**config.mk**
```make
export PLATFORM = sky130hd
export DESIGN_NAME = bram_rw_sequencer
export DESIGN_NICKNAME = d
export VERILOG_FILES = /design/src/rtl/bram_seq_pkg.sv /design/src/rtl/bram_rd_lat_pipe.sv /design/src/rtl/bram_rw_sequencer.sv
export SDC_FILE = /design/constraint.sdc
export NUM_CORES = 1
export LEC_CHECK = 0
export CORE_MARGIN = 8
export CORE_UTILIZATION = 35
export CTS_CLUSTER_DIAMETER = 200
export CTS_CLUSTER_SIZE = 24
export DETAILED_ROUTE_END_ITERATION = 10
export MAX_ROUTING_LAYER = met4
export PLACE_DENSITY = 0.67
export RECOVER_POWER = 50
export REMOVE_ABC_BUFFERS = 1
export SYNTH_ARGS = -nofsm -noshare
export SYNTH_HDL_FRONTEND = slang
export SYNTH_SLANG_ARGS = --single-unit
```
**constraint.sdc**
```tcl
create_clock -name clk -period 3.3 [get_ports clk]
set_clock_uncertainty 0.1 [all_clocks]
set_input_delay 0.66 -clock clk [delete_from_list [all_inputs] [get_ports clk]]
set_output_delay 0.66 -clock clk [all_outputs]
set_load 0.005 [all_outputs]
```
**src/rtl/bram_seq_pkg.sv**
```systemverilog
// Shared state encodings and default widths for the BRAM read/write sequencer.
package bram_seq_pkg;

   localparam int CNT_BIT_DEF = 31;
   localparam int AWIDTH_DEF  = 12;
   localparam int DWIDTH_DEF  = 32;
   localparam int RD_LAT_DEF  = 2;

   typedef enum logic [2:0] {
      ST_IDLE  = 3'd0,
      ST_READ  = 3'd1,
      ST_DRAIN = 3'd2,
      ST_WRITE = 3'd3,
      ST_DONE  = 3'd4
   } seq_state_e;

   // A job is "running" from the first read until the last write handshake.
   function automatic logic is_running(input seq_state_e st);
      is_running = (st == ST_READ) || (st == ST_DRAIN) || (st == ST_WRITE);
   endfunction

endpackage

```
**src/rtl/bram_rd_lat_pipe.sv**
```systemverilog
// Read-valid delay line: tracks each port A read enable through the BRAM read latency.
module bram_rd_lat_pipe
   import bram_seq_pkg::*;
#(
   parameter int RD_LAT = RD_LAT_DEF
) (
   input  logic clk,
   input  logic clr,
   input  logic ce,
   output logic valid
);

   logic [RD_LAT-1:0] sr_r;

   // Shift the read enable one stage per cycle; a clear flushes in-flight reads.
   always_ff @(posedge clk) begin
      if (clr) begin
         sr_r <= '0;
      end else begin
         sr_r <= (sr_r << 1) | RD_LAT'(ce);
      end
   end

   assign valid = sr_r[RD_LAT-1];

endmodule

```
**src/rtl/bram_rw_sequencer.sv**
```systemverilog
// Job-level BRAM sequencer: N reads from port A, drain, then N writes to port B.
// Optional sticky start-while-busy flag enabled by defining BRAM_SEQ_ERR_EN.
module bram_rw_sequencer
   import bram_seq_pkg::*;
#(
   parameter int CNT_BIT = CNT_BIT_DEF,
   parameter int AWIDTH  = AWIDTH_DEF,
   parameter int DWIDTH  = DWIDTH_DEF,
   parameter int RD_LAT  = RD_LAT_DEF
) (
   input  logic               clk,
   input  logic               reset,
   input  logic               start_i,
   input  logic [CNT_BIT-1:0] run_count_i,
   output logic               idle_o,
   output logic               run_o,
   output logic               done_o,
   output logic               ce0_o,
   output logic [AWIDTH-1:0]  addr0_o,
   input  logic [DWIDTH-1:0]  q0_i,
   output logic               rd_valid_o,
   output logic [DWIDTH-1:0]  rd_data_o,
   input  logic               wr_valid_i,
   input  logic [DWIDTH-1:0]  wr_data_i,
   output logic               wr_ready_o,
   output logic               we1_o,
   output logic [AWIDTH-1:0]  addr1_o,
   output logic [DWIDTH-1:0]  d1_o,
   output logic               err_o
);

   localparam int DR_W = (RD_LAT > 1) ? $clog2(RD_LAT) : 1;
   localparam logic [DR_W-1:0]    DR_MAX  = DR_W'(RD_LAT - 1);
   localparam logic [CNT_BIT-1:0] CNT_ONE = CNT_BIT'(1);

   seq_state_e         state_r;
   seq_state_e         state_s;
   logic [CNT_BIT-1:0] cnt_val_r;
   logic [CNT_BIT-1:0] rd_cnt_r;
   logic [CNT_BIT-1:0] wr_cnt_r;
   logic [DR_W-1:0]    drain_cnt_r;
   logic               wr_hs_s;
   logic               last_rd_s;
   logic               last_wr_s;
   logic               drain_end_s;
   logic               rd_valid_s;

   assign wr_hs_s     = (state_r == ST_WRITE) && wr_valid_i;
   assign last_rd_s   = (rd_cnt_r == (cnt_val_r - CNT_ONE));
   assign last_wr_s   = (wr_cnt_r == (cnt_val_r - CNT_ONE));
   assign drain_end_s = (drain_cnt_r == DR_MAX);

   // Next-state decode.
   always_comb begin
      state_s = state_r;
      case (state_r)
         ST_IDLE: begin
            if (start_i) begin
               if (run_count_i != '0) begin
                  state_s = ST_READ;
               end else begin
                  state_s = ST_DONE;
               end
            end else begin
               state_s = ST_IDLE;
            end
         end
         ST_READ: begin
            if (last_rd_s) begin
               state_s = ST_DRAIN;
            end else begin
               state_s = ST_READ;
            end
         end
         ST_DRAIN: begin
            if (drain_end_s) begin
               state_s = ST_WRITE;
            end else begin
               state_s = ST_DRAIN;
            end
         end
         ST_WRITE: begin
            if (wr_hs_s && last_wr_s) begin
               state_s = ST_DONE;
            end else begin
               state_s = ST_WRITE;
            end
         end
         ST_DONE:  state_s = ST_IDLE;
         default:  state_s = ST_IDLE;
      endcase
   end

   // State register.
   always_ff @(posedge clk) begin
      if (reset) begin
         state_r <= ST_IDLE;
      end else begin
         state_r <= state_s;
      end
   end

   // Job length capture and read/drain/write progress counters.
   always_ff @(posedge clk) begin
      if (reset) begin
         cnt_val_r   <= '0;
         rd_cnt_r    <= '0;
         wr_cnt_r    <= '0;
         drain_cnt_r <= '0;
      end else begin
         case (state_r)
            ST_IDLE: begin
               if (start_i) begin
                  cnt_val_r <= run_count_i;
                  rd_cnt_r  <= '0;
                  wr_cnt_r  <= '0;
               end
            end
            ST_READ: begin
               rd_cnt_r    <= rd_cnt_r + CNT_ONE;
               drain_cnt_r <= '0;
            end
            ST_DRAIN: drain_cnt_r <= drain_cnt_r + DR_W'(1);
            ST_WRITE: begin
               if (wr_hs_s) begin
                  wr_cnt_r <= wr_cnt_r + CNT_ONE;
               end
            end
            ST_DONE:  drain_cnt_r <= '0;
            default:  drain_cnt_r <= '0;
         endcase
      end
   end

   bram_rd_lat_pipe #(
      .RD_LAT (RD_LAT)
   ) u_rd_lat_pipe (
      .clk   (clk),
      .clr   (reset),
      .ce    (ce0_o),
      .valid (rd_valid_s)
   );

   assign idle_o     = (state_r == ST_IDLE);
   assign run_o      = is_running(state_r);
   assign done_o     = (state_r == ST_DONE);
   assign ce0_o      = (state_r == ST_READ);
   assign addr0_o    = rd_cnt_r[AWIDTH-1:0];
   assign rd_valid_o = rd_valid_s;
   assign rd_data_o  = rd_valid_s ? q0_i : '0;
   assign wr_ready_o = (state_r == ST_WRITE);
   assign we1_o      = wr_hs_s;
   assign addr1_o    = wr_cnt_r[AWIDTH-1:0];
   assign d1_o       = wr_hs_s ? wr_data_i : '0;

`ifdef BRAM_SEQ_ERR_EN
   logic err_r;

   // Sticky flag for a start that arrives while a job is in progress.
   always_ff @(posedge clk) begin
      if (reset) begin
         err_r <= 1'b0;
      end else if (start_i && (state_r != ST_IDLE)) begin
         err_r <= 1'b1;
      end else if (start_i) begin
         err_r <= 1'b0;
      end
   end

   assign err_o = err_r;
`else
   assign err_o = 1'b0;
`endif

endmodule

```
Yosys cells after proc, flatten, opt, wreduce, memory -nomap -nowiden. Cells that the tools add are included.

Output and inout port bits: 96. Bits in registers: 99. Input port bits: 99.

Bitwise operators: 1. Reductions and logical operators: 12. Eq/ne operators: 8. Add/sub/neg operators: 4. Muxes and demuxes: 13.

Operators with widths (count): $pmux 31 s2 (2); $mux 32 (2); $add 31x1->31 const B (2); $eq 31x31->1 (2); $mux 31 (2); $reduce_bool 31->1 (1); $sub 31x1->31 const B (1); $pmux 3 s4 (1); $mux 3 (3); $eq 3x2->1 const B (2); $reduce_and 2->1 (2); $reduce_bool 2->1 (2); $eq 3x1->1 const B (1); $eq 3x3->1 const B (1); $logic_not 3->1 (1); $reduce_and 3->1 (1); $logic_and 1x1->1 (2); $logic_or 1x1->1 (2); $mux 2 (1); $ne 2x1->1 const B (1); $ne 2x2->1 const B (1); $or 2x1->2 (1); $pmux 1 s2 (1); $reduce_or 2->1 (1); 2 further kinds (2).

Longest topological paths before layout. Gate-level depths: netlist of run 1.

Depth after elaboration: 5. Mapped depth: 12. Gate-level depth less buffers: 10.

Modules after synthesis. A second synthesis of run 1 with hierarchy kept.

Cells, all modules: 922. Area total of the unflattened synthesis: 7154.4 um2.

Modules (own cells, without submodules): bram_rw_sequencer (cells each 918, seq. area each 1941.9 um2, instances 1, area an instance 7101.8 um2); bram_rd_lat_pipe (cells each 4, seq. area each 40.0 um2, instances 1, area an instance 52.6 um2).

Least setup slack after synthesis of run 1. Ideal clock, no wire load.

Path kind: register -> register. Start point: reg cnt_val_r[0]. End point: reg state_r[0]. Arrival time: 2.828 ns. Path buffers: 2. Data required time: 3.071 ns. Period minus slack after synthesis: 3.057 ns. Setup time: 0.129 ns. Setup slack: 0.243 ns. Cell stages (with the launch flop): 13. Cell sequence: dfxtp_1 -> buf_6 -> inv_1 -> ha_1 -> nor3b_1 -> clkbuf_1 -> nand3_1 -> xor2_1 -> xnor2_1 -> a2111o_1 -> nor4_4 -> and4_1 -> o211ai_1.

Longest elaborated chain between the ends: 5. Elaborated cells on any way between the ends: 7. Those cells by class: add/sub: 1; eq/ne: 2; mux: 3; reduce/logical: 1.

Ends and longest elaborated chain: start: declaration (RTL line bram_rw_sequencer.sv:38) `logic [CNT_BIT-1:0] cnt_val_r;`; start signal: assignment (RTL line bram_rw_sequencer.sv:114) `cnt_val_r <= run_count_i;`; $sub 31x1->31 (*) (RTL line bram_rw_sequencer.sv:49, bram_rw_sequencer.sv:50); $eq 31x31->1 (RTL line bram_rw_sequencer.sv:50) `assign last_wr_s = (wr_cnt_r == (cnt_val_r - CNT_ONE));`; $logic_and 1x1->1 (RTL line bram_rw_sequencer.sv:83) `if (wr_hs_s && last_wr_s) begin`; $mux 3 (RTL line bram_rw_sequencer.sv:83); $pmux 3 s4 (*) (RTL line bram_rw_sequencer.sv:56) `case (state_r)`; end signal: assignment (RTL line bram_rw_sequencer.sv:99) `state_r <= state_s;`; end: declaration (RTL line bram_rw_sequencer.sv:36) `seq_state_e state_r;`.

Every way passes the cells marked *; elsewhere a longest branch is shown, timed or not. A chain may end at the register's enable or synchronous reset.

Final worst setup path of run 1.
Start point: reg cnt_val_r[0]. End point: reg state_r[1].

The elaborated chain is that of the path after synthesis.

==> flow_summary.ini, run 1 <==
[timing]
tightest_slew_ps = 1080
slew_headroom = 0.278
hold_slack_ps = 342
finalSetupViolCount = 0
fin_crit_ps = 3160
drv_slew = 0
post-route-period-util = 0.958
fmax_mhz = 316
timing_hold_violations_final = 0
grt_setup_unrepaired = false

[outcome]
status = completed

[finish]
area_growth_syn_to_layout_pct = 36.5
final_nets = 1278
drive_above_1_share = 0.0974
final_area_sq_um = 10100
diodes = 0

[power]
leakage_nw = 3.77
worst_ir_drop_vdd_mv = 0.249
powerDensity_nw_per_um2 = 496

[drt]
antenna_left = 0
drc = 0
first_pass_iters = 5
routed_via_density = 5.54
post_drt_wl_per_cell_microns = 18.6
vias = 8064
wl_mm = 27.0
drt_first_iter_violations = 810

[placed_design]
placed_area_sq_um = 9760
hpwlAfterDp_mm = 21.6
gp_congestion = 0.947
port_buffers = 193

[floorplan]
dieArea_sq_um = 25900
die_h_microns = 161
coreArea_sq_um = 20800
num_rows = 53
initial_core_util = 0.354
ios = 195
fp.dieW_microns = 161

[worst_setup_path]
r2r_slack_ps = 140
path_max_fanout = 7
critPathKind = reg -> reg
cp-end-kind = flop
crit_required_ps = 3490
worstPathArrival_ps = 3350
cp-start-kind = flop

[clocking]
postCtsSetupBuffers = 0
clk_pin_slew_ps = 80
ctsHoldBuffers = 0
clockRootBuffer = clkbuf_16
cts_tree = done
htree_levels = 3
clkLatencyLatePin_ps = 360
clockBufferDepth = 2
cts_buffers = 9
cts.sinks = 99
cts.repair.resized = 0

[global_route]
grt_pass1_wl_mm = 41.7
grt_start_max_net_pins = 53
grt_usage = 0.205
first_global_vias = 7458
antenna_found_initial = 0
grt_overflow = 0

[yosys]
yosys.cell_types.count = 78
synth_edf_count = 0
synth_seq_cells = 99
synthCells = 994
yosysSeqAreaShare = 0.269
netlist_area_sq_um = 7360
async_reset_ff_frac = 0
synth_area_per_cell_sq_um = 7.41
synthFlopType = dfxtp_1
yosysWarnings = 0

[worst_hold_path]
hold_class = reg -> reg

[job]
maxCapViolCount = 0
[worst paths after layout]
path	from	cells past startpoint	endpoint
worst max-delay path	cnt_val_r[0]$_SDFFE_PP0P_	11	state_r[1]$_SDFF_PP0_
worst min-delay path	u_rd_lat_pipe.sr_r[0]$_SDFF_PP0_	1	u_rd_lat_pipe.sr_r[1]$_SDFF_PP0_
worst min register to register	u_rd_lat_pipe.sr_r[0]$_SDFF_PP0_	1	u_rd_lat_pipe.sr_r[1]$_SDFF_PP0_
worst max register to register	cnt_val_r[0]$_SDFFE_PP0P_	11	state_r[1]$_SDFF_PP0_
[placed cells by master (no fill, tap or decap), drive strengths merged, types with 8 or more instances in the layout]
master / count
xor2: 34
o21ai: 33
nand2: 120
clkbuf: 17
nor3: 25
buf: 72
inv: 22
o21a: 8
or4: 10
nand4: 30
nor4: 28
and3: 47
clkdlybuf4s50: 168
dfxtp: 99
or3: 18
nand2b: 12
xnor2: 49
nand3: 34
dlygate4sd3: 24
nor2: 82
and2: 39
o211ai: 10
nor2b: 17
a21oi: 67
[final cells by class]
| type | count | area (sq um) |
|---|---|---|
| fillers | 2088 | 10800 |
| multi-input cells | 776 | 4830 |
| repair buffers | 272 | 2520 |
| flip-flops and latches | 99 | 1980 |
| well taps | 275 | 344 |
| clock buffers | 9 | 225 |
| clock inverters | 7 | 81.3 |
| inverters | 18 | 67.6 |
[layer usage]
layer  vias up  share of wire  GRT usage
met2       392           0.46      0.328
met4         0          0.028     0.0741
met1      3742           0.43      0.256
met3        46          0.082     0.0374
met5         -              0          -
li1       3884              -          -
[critical path: stages, from the launching register on]
cell and delay, ps:
dfxtp_1 340, buf_12 140, or4_4 600, buf_4 200
nor2_1 100, xnor3_1 210, o221ai_1 130, or3b_2 470
nor4_1 360, buf_4 180, nand4_1 90, a21oi_1 170
[cells by family after synthesis]
| kind of cell | count (synthesis) | synth area share |
|---|---|---|
| AND/OR/NAND/NOR | 492 | 0.361 |
| AO/OA/AOI/OAI | 180 | 0.157 |
| buffers and inverters | 119 | 0.0775 |
| flip-flops | 99 | 0.269 |
| XOR/XNOR | 87 | 0.111 |
| multiplexers | 13 | 0.0187 |
| adder cells (fa/ha/maj) | 3 | 0.00510 |
| other | 1 | 0.000509 |
[synthesized netlist by cell type (all sizes together), types with 5 or more instances]
cell,count,area (sq um)
o21ai,33,165
mux2i,7,70.1
dfxtp,99,1980
or4,10,86.3
nor4,28,248
inv,18,67.6
a21oi,67,335
clkbuf,65,244
xor2,34,298
and4,5,43.8
and2,39,244
o21a,8,60.1
o211ai,10,75.1
buf,36,259
nand3b,7,52.6
xnor2,49,429
or3,18,113
nor3,25,125
and3,47,294
nand2,120,450
nand3,34,170
o2111ai,5,43.8
a31oi,6,37.5
nand2b,12,75.1
nor2b,17,106
nor2,82,308
mux2,6,67.6
nand4,30,194
[per-stage QoR]
stage	setup WS (ps)	power (W)	TNS, ps	util	std cells
6_report	138	0.00498	0	0.483	1456
3_5_place_dp	113	0.00384	0	0.469	1440
3_3_place_gp	219	0.00384	0	0.469	1440
4_1_cts	61.8	0.00497	0	0.484	1456
2_1_floorplan	-570	0.00271	-1570	-	893
5_1_grt	20.1	0.00526	0	0.483	1456
[flip-flops by register name, summed over array words and instances (netlist names)]
signal / count
wr_cnt_r: 31
drain_cnt_r: 1
state_r: 3
cnt_val_r: 31
rd_cnt_r: 31
u_rd_lat_pipe.sr_r: 2
[where the power goes]
| group | switching [W] | internal, W |
|---|---|---|
| Combinational | 0.00136 | 0.00112 |
| Sequential | 0.000112 | 0.00127 |
| Clock | 0.000519 | 0.000601 |
Power figures use the tool's default switching activity.
==> run 2: changes to the inputs <==
--- a/config.mk
+++ b/config.mk
@@ -6,12 +6,12 @@
 export NUM_CORES = 1
 export LEC_CHECK = 0
 export CORE_MARGIN = 8
-export CORE_UTILIZATION = 35
+export CORE_UTILIZATION = 50
 export CTS_CLUSTER_DIAMETER = 200
 export CTS_CLUSTER_SIZE = 24
 export DETAILED_ROUTE_END_ITERATION = 10
 export MAX_ROUTING_LAYER = met4
-export PLACE_DENSITY = 0.67
+export PLACE_DENSITY = 0.88
 export RECOVER_POWER = 50
 export REMOVE_ABC_BUFFERS = 1
 export SYNTH_ARGS = -nofsm -noshare
==> run 2 against run 1 <==
  * Global-route usage is 6.7 points higher
  * Wire length is 3.9% lower
  * Non-clock buffer count is 18 lower
  * Largest power group unchanged
  * Largest cell class unchanged
  * Critical path type unchanged
==> flow_summary.ini, run 2 (same netlist as run 1, synthesis figures left out) <==
[global_route]
grt_pass1_wl_mm = 39.2
first_global_vias = 7425
grt_start_max_net_pins = 42
grt_usage = 0.272
antenna_found_initial = 0
grt_overflow = 0

[worst_hold_path]
hold_class = reg -> reg
whs_path_depth = 1

[finish]
top_regs = cnt_val_r x31, rd_cnt_r x31, wr_cnt_r x31
area_growth_syn_to_layout_pct = 32.9
final_common_cell = clkdlybuf4s50_1
fillers = 1210
diodes = 0
drive_above_1_share = 0.0817
layout_common_cells = clkdlybuf4s50_1 (167), nand2_1 (120), dfxtp_1 (99)
final_nets = 1260

[timing]
fin_crit_ps = 3160
drv_slew = 0
slew_headroom = 0.204
fmax_mhz = 317
timing_hold_violations_final = 0
grt_setup_unrepaired = false
tightest_slew_ps = 1190
post-route-period-util = 0.956
finalSetupViolCount = 0
worst_slack_ps = 144
hold_slack_ps = 359

[floorplan]
ios = 195
coreArea_sq_um = 14500
die_h_microns = 137
num_rows = 44
fp.dieW_microns = 137
dieArea_sq_um = 18900
initial_core_util = 0.509

[clocking]
cts_buffers = 9
clockBufferDepth = 2
ctsHoldBuffers = 0
clockRootBuffer = clkbuf_16
cts.sinks = 99
clkLatencyLatePin_ps = 360
clk_pin_slew_ps = 70
cts_tree = done
htree_levels = 3

[drt]
first_pass_iters = 6
antenna_left = 0
drt_first_iter_violations = 805
routed_via_density = 6.06
post_drt_wl_per_cell_microns = 19.3
drc = 0
vias = 8168
wl_mm = 26.0

[placed_design]
hpwlAfterDp_mm = 20.6
gp_congestion = 1.03
port_buffers = 193
dpl_worst_slack_ps = 96.7

[worst_setup_path]
r2r_slack_ps = 140
cp.depth = 8
timing.rr.start = cnt_val_r[2]$_SDFFE_PP0P_
critPathKind = reg -> reg
max_stage_delay_ps = 640
crit_slowest_cell = or4_4
worstPathArrival_ps = 3350
path_buf_inv = 0
r2r-end = state_r[1]$_SDFF_PP0_
cp-endpoint = state_r[1]$_SDFF_PP0_
cp-end-kind = flop
reg2reg_depth = 8
crit_required_ps = 3490
cp_top_family = simple AND/OR/NAND/NOR gates
startpoint = cnt_val_r[2]$_SDFFE_PP0P_
cp-start-kind = flop
worstPathCellList = or4_4 > or4_1 > xnor2_1 > o2111ai_1 > a2111o_1 > nor4_1 > nand4_1 > a21oi_1
path_max_fanout = 12

[power]
powerDensity_nw_per_um2 = 491
leakage_nw = 3.66
worst_ir_drop_vdd_mv = 0.360

[job]
maxCapViolCount = 0

[outcome]
status = completed
[run 2: repair_timing]
| item | in CTS | in global routing |
|---|---|---|
| resized for setup | 0 | 7 |
| setup buffers | 0 | 1 |
| setup endpoints to repair | 0 | 3 |
[run 2: area by class of cell]
type	count	area, sq um	share of cell area
Tap cell	184	230	0.0235
Inverter	18	67.6	0.00690
Sequential cell	99	1980	0.203
Clock inverter	5	38.8	0.00396
Timing Repair Buffer	254	2370	0.242
Clock buffer	11	243	0.0248
Multi-Input combinational cell	776	4850	0.496
[run 2: worst reg2reg max path, cell delays in order, from the launching register on]
cell and delay, ps:
dfxtp_1 430, or4_4 640, or4_1 550, xnor2_1 170
o2111ai_1 170, a2111o_1 390, nor4_1 330, nand4_1 130
a21oi_1 170
[run 2: metrics by stage]
stage | TNS, ps | total power, W | utilization | cells | area [sq um]
detailed placement | 0 | 0.00372 | 0.655 | 1330 | 9480
finish | 0 | 0.00480 | 0.676 | 1347 | 9790
CTS | 0 | 0.00473 | 0.674 | 1346 | 9760
floorplan | -1570 | 0.00271 | - | 893 | 6860
global route | 0 | 0.00505 | 0.676 | 1347 | 9790
global placement | 0 | 0.00371 | 0.655 | 1330 | 9480
[run 2: routing by layer]
layer | vias up | GRT usage | share of wire
li1 | 3853 | - | -
met1 | 3766 | 0.327 | 0.39
met2 | 471 | 0.428 | 0.46
met3 | 78 | 0.0686 | 0.11
met4 | 0 | 0.109 | 0.035
met5 | - | - | 0
[run 2: worst min path at each step]
stage / startpoint / end / slack (ps)
6_report: u_rd_lat_pipe.sr_r[0]$_SDFF_PP0_ / u_rd_lat_pipe.sr_r[1]$_SDFF_PP0_ / 360
2_1_floorplan: u_rd_lat_pipe.sr_r[0]$_SDFF_PP0_ / u_rd_lat_pipe.sr_r[1]$_SDFF_PP0_ / 310
5_1_grt: u_rd_lat_pipe.sr_r[0]$_SDFF_PP0_ / u_rd_lat_pipe.sr_r[1]$_SDFF_PP0_ / 380
3_5_place_dp: u_rd_lat_pipe.sr_r[0]$_SDFF_PP0_ / u_rd_lat_pipe.sr_r[1]$_SDFF_PP0_ / 340
3_3_place_gp: u_rd_lat_pipe.sr_r[0]$_SDFF_PP0_ / u_rd_lat_pipe.sr_r[1]$_SDFF_PP0_ / 350
4_1_cts: u_rd_lat_pipe.sr_r[0]$_SDFF_PP0_ / u_rd_lat_pipe.sr_r[1]$_SDFF_PP0_ / 360
[run 2: where the power goes]
part | switching (W) | internal [W] | total (W)
logic | 0.00134 | 0.00105 | 0.00238
registers | 0.000141 | 0.00127 | 0.00141
clock network | 0.000479 | 0.000535 | 0.00101
total | 0.00196 | 0.00285 | 0.00480
==> run 3: changes to the inputs <==
--- a/config.mk
+++ b/config.mk
@@ -7,9 +7,9 @@
 export LEC_CHECK = 0
 export CORE_MARGIN = 8
 export CORE_UTILIZATION = 50
-export CTS_CLUSTER_DIAMETER = 200
 export CTS_CLUSTER_SIZE = 24
 export DETAILED_ROUTE_END_ITERATION = 10
+export GPL_TIMING_DRIVEN = 1
 export MAX_ROUTING_LAYER = met4
 export PLACE_DENSITY = 0.88
 export RECOVER_POWER = 50
==> results of run 3 <==
No change in the layout: final DEF, timing and power equal those of run 2.
